$ cat config.mk
export PLATFORM = sky130hd
export DESIGN_NAME = sysmem_arbiter
export DESIGN_NICKNAME = d
export VERILOG_FILES = /design/src/rtl/sysmem_arbiter.sv
export SDC_FILE = /design/constraint.sdc
export NUM_CORES = 1
export LEC_CHECK = 0
export CORE_MARGIN = 4
export CORE_UTILIZATION = 25
export DETAILED_ROUTE_END_ITERATION = 7
export GPL_TIMING_DRIVEN = 1
export SKIP_CTS_REPAIR_TIMING = 1
export SLEW_MARGIN = 20
export SYNTH_ARGS = -nofsm -noshare
export SYNTH_HDL_FRONTEND = slang
export SYNTH_SLANG_ARGS = --single-unit
$ cat constraint.sdc
create_clock -name clka -period 1.8 [get_ports clka]
set_input_delay 0.54 -clock clka [delete_from_list [all_inputs] [get_ports clka]]
set_output_delay 0.54 -clock clka [all_outputs]
set_load 0.1 [all_outputs]
$ cat src/rtl/sysmem_arbiter.sv
// sysmem_arbiter: shares four 1024x8 BRAM byte lanes between the CPU native
// memory port and the byte-wide loader port. Each access takes three cycles:
// grant in IDLE, one registered BRAM cycle in ACCESS, ready pulse in RESP.
module sysmem_arbiter #(
  parameter int AW = 10
) (
  input  logic          clka,
  input  logic          rsta,
  input  logic          boot_hold,
  input  logic          cpu_valid,
  input  logic [AW+1:0] cpu_addr,
  input  logic [31:0]   cpu_wdata,
  input  logic [3:0]    cpu_wstrb,
  output logic          cpu_ready,
  output logic [31:0]   cpu_rdata,
  input  logic          ld_valid,
  input  logic [AW+1:0] ld_addr,
  input  logic          ld_we,
  input  logic [7:0]    ld_wdata,
  output logic          ld_ready,
  output logic [7:0]    ld_rdata,
  output logic [AW-1:0] mem_addr,
  output logic [3:0]    mem_ce,
  output logic [3:0]    mem_we,
  output logic [31:0]   mem_di,
  input  logic [31:0]   mem_do
);

  typedef enum logic [1:0] {
    IDLE   = 2'd0,
    ACCESS = 2'd1,
    RESP   = 2'd2
  } stateType;

  stateType   state;
  stateType   stateNext;
  logic       cpuEligible;
  logic       ldEligible;
  logic       grantCpuNow;
  logic       grantLdNow;
  logic       lastGrantLd;
  logic       grantLd;
  logic [1:0] ldLane;
  logic [3:0] ldOneHot;
  logic [1:0] unusedCpuByteBits;

  assign cpuEligible       = cpu_valid & ~boot_hold;
  assign ldEligible        = ld_valid;
  assign ldOneHot          = 4'b0001 << ld_addr[1:0];
  assign unusedCpuByteBits = cpu_addr[1:0];

  // Next-state and round-robin grant decision; on a tie the side not granted last wins
  always_comb begin
    stateNext   = state;
    grantCpuNow = 1'b0;
    grantLdNow  = 1'b0;
    case (state)
      IDLE: begin
        if (ldEligible && (!cpuEligible || !lastGrantLd)) begin
          grantLdNow = 1'b1;
        end else if (cpuEligible) begin
          grantCpuNow = 1'b1;
        end
        if (grantLdNow || grantCpuNow) begin
          stateNext = ACCESS;
        end
      end
      ACCESS:  stateNext = RESP;
      RESP:    stateNext = IDLE;
      default: stateNext = IDLE;
    endcase
  end

  // State register
  always_ff @(posedge clka) begin
    if (rsta) begin
      state <= IDLE;
    end else begin
      state <= stateNext;
    end
  end

  // Registered BRAM drive, grant bookkeeping and ready pulses
  always_ff @(posedge clka) begin
    if (rsta) begin
      mem_addr    <= '0;
      mem_ce      <= 4'b0000;
      mem_we      <= 4'b0000;
      mem_di      <= 32'h0;
      cpu_ready   <= 1'b0;
      ld_ready    <= 1'b0;
      lastGrantLd <= 1'b0;
      grantLd     <= 1'b0;
      ldLane      <= 2'b00;
    end else begin
      mem_ce    <= 4'b0000;
      mem_we    <= 4'b0000;
      cpu_ready <= 1'b0;
      ld_ready  <= 1'b0;
      if (grantCpuNow) begin
        mem_addr    <= cpu_addr[AW+1:2];
        mem_ce      <= (cpu_wstrb == 4'b0000) ? 4'b1111 : cpu_wstrb;
        mem_we      <= cpu_wstrb;
        mem_di      <= cpu_wdata;
        grantLd     <= 1'b0;
        lastGrantLd <= 1'b0;
      end else if (grantLdNow) begin
        mem_addr    <= ld_addr[AW+1:2];
        mem_ce      <= ldOneHot;
        mem_we      <= ld_we ? ldOneHot : 4'b0000;
        mem_di      <= {4{ld_wdata}};
        grantLd     <= 1'b1;
        lastGrantLd <= 1'b1;
        ldLane      <= ld_addr[1:0];
      end
      if (state == ACCESS) begin
        cpu_ready <= ~grantLd;
        ld_ready  <= grantLd;
      end
    end
  end

  // BRAM output is only valid in the ready cycle, so read data passes straight through then
  always_comb begin
    cpu_rdata = 32'h0;
    ld_rdata  = 8'h00;
    if (cpu_ready) begin
      cpu_rdata = mem_do;
    end
    if (ld_ready) begin
      case (ldLane)
        2'd0:    ld_rdata = mem_do[7:0];
        2'd1:    ld_rdata = mem_do[15:8];
        2'd2:    ld_rdata = mem_do[23:16];
        default: ld_rdata = mem_do[31:24];
      endcase
    end
  end

endmodule

==> impl_metrics.tcl <==
set metrics [dict create \
    path_class "flip-flop to output pin" \
    syn_avg_cell_area_sq_um 8.72 \
    setup_viol 8 \
    max_clock_freq_mhz 456 \
    worstSetupEndpoint "ld_rdata[3]" \
    yosys_warnings 0 \
    drt_iter0_markers 149 \
    power.leakage_nw 2.87 \
    n_antenna_cell 0 \
    boundaryPins 198 \
    synth_nets 415 \
    coreArea_sq_mm 0.0104 \
    netlist_top_cells_count "dfxtp_1 (57), nor2_1 (45), and2_1 (42), a21oi_1 (27), nand2_1 (26)" \
    worstPathRequired_ps 1260 \
    gp_congestion 0.849 \
    utilization_pct 62.8 \
    die_height_microns 112 \
    synth.cell_area_sq_mm 0.00269 \
    synth.most_common_cell "dfxtp_1" \
    insertion_delay_ps 330 \
    synthDistinctLibCells 29 \
    cp_max_fo 8 \
    ant_nets 0 \
    cts.clk_slew.worst_paths_ps 60 \
    wire_per_inst_microns 17.1 \
    synth-edff-count 0 \
    rows 37 \
    start_util_pct 25.9 \
    clock_power_share_pct 22.5 \
    run_status "complete, but fails checks" \
    cp_slowest_cell "mux4_2" \
    grt_pass1_wl_mm 16.4 \
    p_per_area_mw_per_mm2 780 \
    relSlewSlack_pct 74.6 \
    whs_ps 476 \
    cts_made_buffers 9 \
    final_area_sq_mm 0.00654 \
    clkSinkCount 57 \
    firstDrtPassIters 4 \
    clockBufferDepth 2 \
    min_path_type "flip-flop to flip-flop" \
    p_sw_share_pct 40.4 \
    regToRegSetupSlack_ps 320 \
    synth_area_leaders "dfxtp_1 (42%), and2_1 (9.8%), mux4_2 (6.7%)" \
    met1_usage_pct 18.1 \
    skew_ps 8.11 \
    htree_levels 3 \
    wl_mm 11.6 \
    hpwl_mm 8.77 \
    finalMaxSlewViolations 0 \
    overflow 0 \
    grt_pass1_vias 3118 \
    synthArstFlopShare_pct 0 \
    reg2regPathDepth 4 \
    synth-seq-area-share_pct 42.4 \
    synth_top_area_share_pct 42.4 \
    cp_common_cell "buf_12" \
    critPathTopFamily "multiplexers" \
    die-area_sq_mm 0.0125 \
    violations "setup timing" \
    tightest_slew_ps 382 \
    numPortBuffers 195 \
    synthCells 309 \
    rsz0062_at_grt "true" \
    grt_util_all_layers_pct 16.4 \
    cp_num_buf_inv 2 \
    worstReg2RegStart "state[1]" \
    placed_cell_area_sq_mm 0.00603 \
    vdd_ir_drop_max_mv 0.550 \
    vias 3219 \
    cp-startpoint "ldLane[0]" \
    fin_crit_sh_pct 122 \
    cp-end-kind "output pin" \
    synth_top_flop_cell "dfxtp_1" \
    ys_seq_elements 57 \
    use_met2_pct 29.4 \
    cellInternalPower_mw 3.04 \
    crit_path_start_kind "flip-flop" \
    cts_tree "built" \
    antenna_found_initial 0 \
    arrival_ps 1650 \
    synthToLayoutAreaGrowth_pct 143 \
    reg2reg_to "mem_di[5]" \
    dp_slack_ps -580 \
    setup_slack_ps -395 \
    grt_start_max_net_pins 41 \
    crit_cells 4 \
    slowest_delay_ps 500 \
    crit_chain "buf_12 > mux4_2 > and2_4 > buf_12" \
    yosys.area.top_type "dfxtp_1" \
    use_met3_pct 6.25 \
    die_x_microns 112 \
    fillers 856 \
    max_cap_viol_count 0 \
    hold_viol 0 \
    nets 640 \
    routed_via_density 4.77 \
    switching_power_mw 2.06 \
    drive_above_1_share_pct 40.8 \
    cts_root_buffer "clkbuf_8" \
    pwr-share-comb_pct 47.8 \
    post-route-min-period_ps 2190 \
    grt.busiest_layer "met2" \
    p_seq_share_pct 29.7 \
    drc 0 \
]
[worst min path at each step]
| stage | startpoint | endpoint | slack [ps] | depth (start not counted) |
|---|---|---|---|---|
| after floorplan | grantLd | cpu_ready | 430 | 1 |
| after global placement | grantLd | cpu_ready | 460 | 1 |
| after detailed placement | grantLd | cpu_ready | 460 | 1 |
| after CTS | grantLd | cpu_ready | 470 | 1 |
| after global routing | grantLd | cpu_ready | 520 | 1 |
| final | grantLd | cpu_ready | 480 | 1 |
[cell families (layout without fill, tap and decap cells)]
group	count (synthesis)	after routing	synth area share [%]
buf+inv	25	254	4.88
flops	57	57	42.4
simple gates	133	133	24.8
compound gates	86	87	21.3
mux	8	8	6.69
[flip-flops by register name, summed over array words and instances (netlist names)]
signal and cells:
mem_addr 10, grantLd 1, mem_ce 4, state 2, mem_di 32, ldLane 2, cpu_ready 1, ld_ready 1
mem_we 4
[layout by cell type (no fill, tap or decap), drive strengths merged, types with 3 or more instances in the layout]
cell type,netlist,layout
a211oi,20,20
a21boi,5,5
a21oi,27,27
a311oi,10,10
and2,42,42
buf,11,132
clkbuf,14,17
clkdlybuf4s50,0,69
dfxtp,57,57
dlymetal6s2s,0,34
mux4,8,8
nand2,26,26
nand3b,3,3
nor2,45,45
nor2b,5,5
nor3,5,5
o21ai,4,4
o21bai,3,3
o22ai,12,12
[per-layer routing]
metal,routed length (microns),vias to the layer above
met2,5790,169
met3,1140,14
met1,4460,1487
met4,159,0
met5,0,-
li1,-,1549
[layout make-up]
type | instances | area [sq um] | area share [%]
clock buffers | 14 | 183 | 2.79
flip-flops and latches | 57 | 1150 | 17.5
clock inverters | 2 | 10.0 | 0.153
multi-input cells | 228 | 1610 | 24.6
repair buffers | 238 | 3420 | 52.3
well taps | 136 | 170 | 2.60
[power by group through the flow]
stage / Sequential [mW] / Combinational [mW] / Clock, mW
global placement: 1.54 / 2.32 / 0
finish: 1.51 / 2.44 / 1.15
floorplan: 2.28 / 0.554 / 0
detailed placement: 1.55 / 2.34 / 0
global route: 1.53 / 2.53 / 1.22
CTS: 1.52 / 2.34 / 1.17
[stage by stage]
stage	setup TNS, ps	power, mW	cells
2_1_floorplan	0	2.83	309
3_3_place_gp	-22180	3.86	651
3_5_place_dp	-23720	3.89	651
4_1_cts	-8260	5.04	667
5_1_grt	-3540	5.28	675
6_report	-3090	5.10	675
Note: power is estimated with default switching activity, not from simulation.
